[src/rtl/axis_fifo_rd_gate_pkg.sv]
// Shared types and constants for the AXI-Stream FIFO read-side gate.
package axis_fifo_rd_gate_pkg;

    // Gate FSM encodings; the numeric values are visible on the state port.
    typedef enum logic [1:0] {
        IDLE   = 2'd0,
        FILL   = 2'd1,
        STREAM = 2'd2
    } state_t;

    // Default occupancy (beats) required before a frame may start.
    localparam int THRESHOLD_DEFAULT = 512;

    // RUN_MODE selections.
    localparam int MODE_PER_FRAME = 0;
    localparam int MODE_B2B       = 1;

endpackage

[src/rtl/axis_fifo_rd_gate_sat_counter.sv]
// Statistics counter: increments by one, synchronous clear, and either
// wraps or sticks at all-ones depending on SATURATE.
module sat_counter #(
    parameter int W        = 16,
    parameter bit SATURATE = 1'b0
) (
    input  logic         clk,
    input  logic         rst,
    input  logic         clr,
    input  logic         inc,
    output logic [W-1:0] count
);

    // Count register; saturation suppresses the increment at all-ones.
    always_ff @(posedge clk) begin
        if (rst || clr) begin
            count <= '0;
        end else if (inc && !(SATURATE && (&count))) begin
            count <= count + 1'b1;
        end
    end

endmodule

[src/rtl/axis_fifo_rd_gate.sv]
// Read-side gate for an asynchronous AXI-Stream FIFO in the GT TX user-clock
// domain. Holds reads off until occupancy reaches THRESHOLD, then streams a
// whole frame through TLAST; RUN_MODE=1 chains frames while occupancy allows.
// Optional statistics counters are built when AXIS_FIFO_RD_GATE_STATS_EN is
// defined; otherwise frame_count and underrun_count read as zero.
module axis_fifo_rd_gate
    import axis_fifo_rd_gate_pkg::*;
#(
    parameter int COUNT_W   = 12,
    parameter int THRESHOLD = THRESHOLD_DEFAULT,
    parameter int RUN_MODE  = MODE_PER_FRAME,
    parameter int STAT_W    = 16
) (
    input  logic               clk,
    input  logic               rst,
    input  logic               GT_Tx_active,
    input  logic [COUNT_W-1:0] fifo_rd_data_count,
    input  logic               fifo_out_TVALID,
    input  logic               fifo_out_TLAST,
    input  logic               gt_tx_ready,
    output logic               fifo_out_TREADY,
    output logic               fifo_rd_enable,
    output logic               underrun,
    input  logic               underrun_clr,
    output logic [1:0]         state,
    output logic [STAT_W-1:0]  frame_count,
    output logic [STAT_W-1:0]  underrun_count
);

    localparam logic [COUNT_W-1:0] THRESH = COUNT_W'(THRESHOLD);

    state_t state_q;
    state_t state_d;
    logic   rd_en_d;
    logic   thresh_met;
    logic   tlast_beat;
    logic   underrun_set;

    // The count may lag real occupancy; THRESHOLD is expected to absorb that.
    assign thresh_met      = (fifo_rd_data_count >= THRESH);
    assign fifo_out_TREADY = fifo_rd_enable & gt_tx_ready;
    assign tlast_beat      = fifo_out_TVALID & fifo_out_TREADY & fifo_out_TLAST;
    assign underrun_set    = (state_q == STREAM) & gt_tx_ready & ~fifo_out_TVALID;
    assign state           = state_q;

    // State and read-window registers; reset closes the window on the next edge.
    always_ff @(posedge clk) begin
        if (rst) begin
            state_q        <= IDLE;
            fifo_rd_enable <= 1'b0;
        end else begin
            state_q        <= state_d;
            fifo_rd_enable <= rd_en_d;
        end
    end

    // Next-state logic; a frame in progress is only left on its TLAST beat.
    always_comb begin
        state_d = state_q;
        case (state_q)
            IDLE: begin
                if (GT_Tx_active) state_d = FILL;
            end
            FILL: begin
                if (!GT_Tx_active)   state_d = IDLE;
                else if (thresh_met) state_d = STREAM;
            end
            STREAM: begin
                if (tlast_beat) begin
                    if (!GT_Tx_active)                           state_d = IDLE;
                    else if ((RUN_MODE == MODE_B2B) && thresh_met) state_d = STREAM;
                    else                                         state_d = FILL;
                end
            end
            default: state_d = IDLE;
        endcase
    end

    // Read window follows the next state so it drops right after TLAST.
    always_comb begin
        rd_en_d = (state_d == STREAM);
    end

    // Sticky underrun flag; a new gap takes priority over a clear.
    always_ff @(posedge clk) begin
        if (rst)               underrun <= 1'b0;
        else if (underrun_set) underrun <= 1'b1;
        else if (underrun_clr) underrun <= 1'b0;
    end

`ifdef AXIS_FIFO_RD_GATE_STATS_EN
    sat_counter #(
        .W        (STAT_W),
        .SATURATE (1'b0)
    ) u_frame_cnt (
        .clk   (clk),
        .rst   (rst),
        .clr   (1'b0),
        .inc   (tlast_beat),
        .count (frame_count)
    );

    sat_counter #(
        .W        (STAT_W),
        .SATURATE (1'b1)
    ) u_underrun_cnt (
        .clk   (clk),
        .rst   (rst),
        .clr   (1'b0),
        .inc   (underrun_set),
        .count (underrun_count)
    );
`else
    assign frame_count    = '0;
    assign underrun_count = '0;
`endif

endmodule
[config.mk]
export PLATFORM = sky130hd
export DESIGN_NAME = axis_fifo_rd_gate
export DESIGN_NICKNAME = d
export VERILOG_FILES = /design/src/rtl/axis_fifo_rd_gate_pkg.sv /design/src/rtl/axis_fifo_rd_gate_sat_counter.sv /design/src/rtl/axis_fifo_rd_gate.sv
export SDC_FILE = /design/constraint.sdc
export NUM_CORES = 1
export LEC_CHECK = 0
export CORE_MARGIN = 8
export CORE_UTILIZATION = 24
export DETAILED_ROUTE_END_ITERATION = 6
export HOLD_SLACK_MARGIN = 0.02
export PLACE_DENSITY = 0.79
export SLEW_MARGIN = 10
export SYNTH_ARGS = -nofsm -noshare
export SYNTH_HDL_FRONTEND = slang
export SYNTH_HIERARCHICAL = 1
export SYNTH_SLANG_ARGS = --single-unit
[constraint.sdc]
create_clock -name clk -period 0.95 [get_ports clk]
set_input_delay 0.095 -clock clk [delete_from_list [all_inputs] [get_ports clk]]
set_output_delay 0.095 -clock clk [all_outputs]
set_load 0.02 [all_outputs]
### Word-level counts from Yosys, hierarchy flattened

Cells that the tools add are included.

* muxes and demuxes: 8
* magnitude comparators: 1
* bitwise gates (word level): 6
* equal/unequal tests: 3
* reduce and logical (&&, ||, !) cells: 2

Operators by type and width (count)
* 12-bit by 10-bit >= comparator with 1-bit output, second input constant: 1
* 2-bit two-way mux: 4
* 2-bit one-hot mux with 3 select lines: 1
* 1-bit AND: 5
* 2-bit equality test, second input constant: 2
* 1-bit two-way mux: 3
* 2-bit by 1-bit equality test with 1-bit output, second input constant: 1
* 2-bit logical NOT: 1
* 2-bit nonzero test: 1
* 1-bit inverter: 1

* register bits after elaboration: 4
* word-level logic and storage cells: 23
* output and inout bits: 37
* input port bits: 19

### Logic depth before layout (Yosys ltp)

* depth in word-level cells: 6
* depth in mapped cells: 3
* mapped depth without buffers: 3

### Worst setup path before layout

Ideal clock, no wire load.

* kind: register to register
* start point: register fifo_rd_enable
* end point: register state_q[0] (netlist: state[0])
* setup time: 0.084 ns
* data arrival time: 0.925 ns
* buffers on the path: 0
* required time: 0.866 ns
* period minus slack after synthesis: 1.009 ns
* path slack: -0.059 ns
* cell stages (with the launch flop): 4
* cells stage by stage: dfxtp_1 nand4_1 a211o_1 o31ai_2

* word-level cells in the longest chain between the ends: 5

RTL lines
* start: declaration: line axis_fifo_rd_gate.sv:22 `output logic fifo_rd_enable,`
* start signal: assignment: line axis_fifo_rd_gate.sv:53 `fifo_rd_enable <= rd_en_d;`
* 1-bit AND: line axis_fifo_rd_gate.sv:41 `assign fifo_out_TREADY = fifo_rd_enable & gt_tx_ready;`
* 1-bit AND (2 in series): line axis_fifo_rd_gate.sv:42 `assign tlast_beat = fifo_out_TVALID & fifo_out_TREADY & fifo_out_TLAST;`
* 2-bit two-way mux: line axis_fifo_rd_gate.sv:69 `if (tlast_beat) begin`
* 2-bit one-hot mux with 3 select lines: line axis_fifo_rd_gate.sv:60 `case (state_q)`
* end signal: assignment: line axis_fifo_rd_gate.sv:52 `state_q <= state_d;`
* end: declaration: line axis_fifo_rd_gate.sv:32 `state_t state_q;`

Every way passes these cells.
A chain may end at the register's enable or synchronous reset.

### Final worst setup path

* start point: input port fifo_rd_data_count[11]
* end point: register state_q[1] (netlist: state[1])

* word-level cells in the longest chain between the ends: 4

RTL lines
* start: declaration: line axis_fifo_rd_gate.sv:17 `input logic [COUNT_W-1:0] fifo_rd_data_count,`
* 12-bit by 10-bit >= comparator with 1-bit output: line axis_fifo_rd_gate.sv:40 `assign thresh_met = (fifo_rd_data_count >= THRESH);`
* 2-bit two-way mux: line axis_fifo_rd_gate.sv:66 `else if (thresh_met) state_d = STREAM;`
* 2-bit two-way mux: line axis_fifo_rd_gate.sv:65 `if (!GT_Tx_active) state_d = IDLE;`
* 2-bit one-hot mux with 3 select lines: line axis_fifo_rd_gate.sv:60

Every way passes these cells.

==> results.yml <==
floorplanning:
  dieArea_mm2: 0.00333
  die_y_um: 57.7
  initial_core_util_pct: 24.9
  core-area_mm2: 0.00167
  die_w_um: 57.7
  ioPinCount: 56
  rows: 15
yosys:
  yosysWarnings: 6
  yosysSeqAreaShare_pct: 19.2
  synth_largest_area_cell: "buf_4"
  syn_inst: 51
  syn-cell-area_um2: 417
  syn_avg_cell_area_um2: 8.17
  yosysTopAreaCellShare_pct: 57.7
  yosysUniqueCellTypes: 15
  ys_seq_elements: 4
  synth_area_leaders: "buf_4 (58%), dfxtp_1 (19%), o31ai_2 (3.0%), a21oi_1 (2.4%), a211o_1 (2.1%)"
critical_path:
  worst_setup_path_start_kind: "input pin"
  cp_data_arrival_time_ns: 1.04
  end_kind: "register"
  slowest_delay_ns: 0.39
  required_ns: 1.07
  critPathKind: "in -> reg"
  cp_slowest_cell: "clkdlybuf4s50_1"
  cp_max_fo: 2
  crit_path_cell_trace: "clkdlybuf4s50_1 -> or3_4 -> nand4b_1 -> a21oi_1"
power:
  p_leak_nw: 0.277
  vdd_drop_max_v: 0.000268
  p_per_area_mw_per_mm2: 1180
finish:
  insertedDiodeCount: 0
  multiInputGateArea_um2: 220
  fin_cells: 89
  n_fill_cell: 192
  drive_gt1_share_pct: 25.0
  flow.area_growth_from_synthesis_pct: 24.9
  final_nets: 93
  regArea_um2: 81.3
job:
  maxCapViolCount: 0
clocking:
  cts_setup_buffers: 0
  cts_tree: "yes"
  insertion_delay_ns: 0.23
  cts_made_buffers: 3
  htreeDepth: 1
  cts_root_buf: "clkbuf_4"
  clkTransAtPathRegs_ns: 0.04
  clockBufferDepth: 2
  clkSinkCount: 4
drt:
  ant_nets: 0
  wl_um: 972
  num_vias: 302
  dr.pass1.iters: 2
  first_iter_violations: 1
  wire_per_inst_um: 10.9
  drc: 0
  via_per_inst: 3.39
global_routing:
  grt_pass1_wl_um: 1420
  grt_pass1_vias: 322
  grt_antenna_before_repair: 0
  grt_max_degree: 6
  grtUsageTotal_pct: 5.79
  grt_remaining_overflow: 0
sta:
  fmax_ghz: 1.09
  fin_ws_ns: 0.0291
  setup_violations: 0
  fin_hold_ws_ns: 0.160
  rsz0062_at_grt: "true"
  drv_slew: 0
  hold_violations: 0
  period_share_pct: 96.9
  fin_crit_ns: 0.921
  skew_ns: 0.000270
place:
  post-dp-hpwl_um: 864
  dp.cells: 86
  place_ws_ns: -0.450
  globalplace.congestion: 0.664
  portBuffers: 14
min_path:
  min_path_type: "in -> reg"
run_status:
  run_status: "finished, final reports clean"
-- final timing paths --
check / slack, ns / endpoint / cells past startpoint / from
max: 0.03 / state[1]$_SDFF_PP0_ / 4 / fifo_rd_data_count[11]
max reg2reg: 0.07 / state[1]$_SDFF_PP0_ / 3 / state[1]$_SDFF_PP0_
min: 0.16 / state[0]$_SDFF_PP0_ / 3 / fifo_rd_data_count[10]
min reg2reg: 0.52 / underrun$_SDFFE_PP0P_ / 2 / underrun$_SDFFE_PP0P_
-- routing by layer --
layer | wire [um] | up-vias | global-route usage, %
met1 | 279 | 126 | 3.65
met2 | 491 | 28 | 10.3
li1 | - | 144 | -
met5 | 0 | - | 0
met4 | 42 | 0 | 8.39
met3 | 159 | 4 | 2.43
-- flip-flops by register name (all words and copies together), names as in the netlist --
signal	cells
underrun	1
state	2
fifo_rd_enable	1
-- synthesized netlist by cell type --
cell type / number
a211o_1: 1
a21oi_1: 2
a32oi_1: 1
and2_1: 1
buf_4: 32
conb_1: 1
dfxtp_1: 4
inv_1: 1
nand2b_1: 1
nand3b_1: 1
nand4_1: 1
nand4b_1: 1
nor2_1: 2
o31ai_2: 1
or3_1: 1
-- through the flow --
stage / total power [W] / utilization [%] / area, um2 / setup TNS (ns)
final: 0.000616 / 31.2 / 520 / 0
after global routing: 0.000654 / 31.2 / 520 / -0.00818
after CTS: 0.000626 / 31.5 / 527 / 0
after detailed placement: 0.000410 / 29.5 / 493 / -1.65
after global placement: 0.000406 / 29.5 / 493 / -1.52
after floorplan: 0.000430 / - / 534 / 0
-- where the power goes --
part / switching (W) / total (W) / internal [W]
clock network: 0.0000669 / 0.000208 / 0.000141
registers: 0.00000479 / 0.000183 / 0.000178
logic: 0.000159 / 0.000226 / 0.0000671
-- repair_timing --
action,4_1_cts,5_1_grt
gates resized for setup,22,4
pin swaps,3,3
gates cloned,0,0
endpoints found under the setup margin,8,3
hold buffers,0,0
-- critical path: cells and delay by family --
kind,cells,cell delay (ns)
AOI/OAI and AO/OA,1,0.08
buffers and inverters,1,0.39
and+or+nand+nor,2,0.46
-- final cells by class --
type	instances	share of cell area, %
inverters	1	0.721
repair buffers	19	32.9
flip-flops and latches	4	15.6
clock buffers	3	4.33
well taps	17	4.09
multi-input cells	45	42.3
-- logic make-up after synthesis --
family                 synth area share [%]
buffers and inverters                  58.6
AND/OR/NAND/NOR                        11.7
AO/OA/AOI/OAI                          9.61
flip-flops                             19.2
other                                 0.900
-- cell usage in the layout (no fill, tap or decap), types with 2 or more instances in the layout --
master           netlist  layout
conb_1                 1      32
clkdlybuf4s50_1        0       6
buf_4                 32       5
clkbuf_4               0       3
dfxtp_1                4       3
nor2_1                 2       2
dlygate4sd2_1          0       2
buf_2                  0       2
clkdlybuf4s15_2        0       2
No activity file was read; power rests on OpenSTA's default activity.
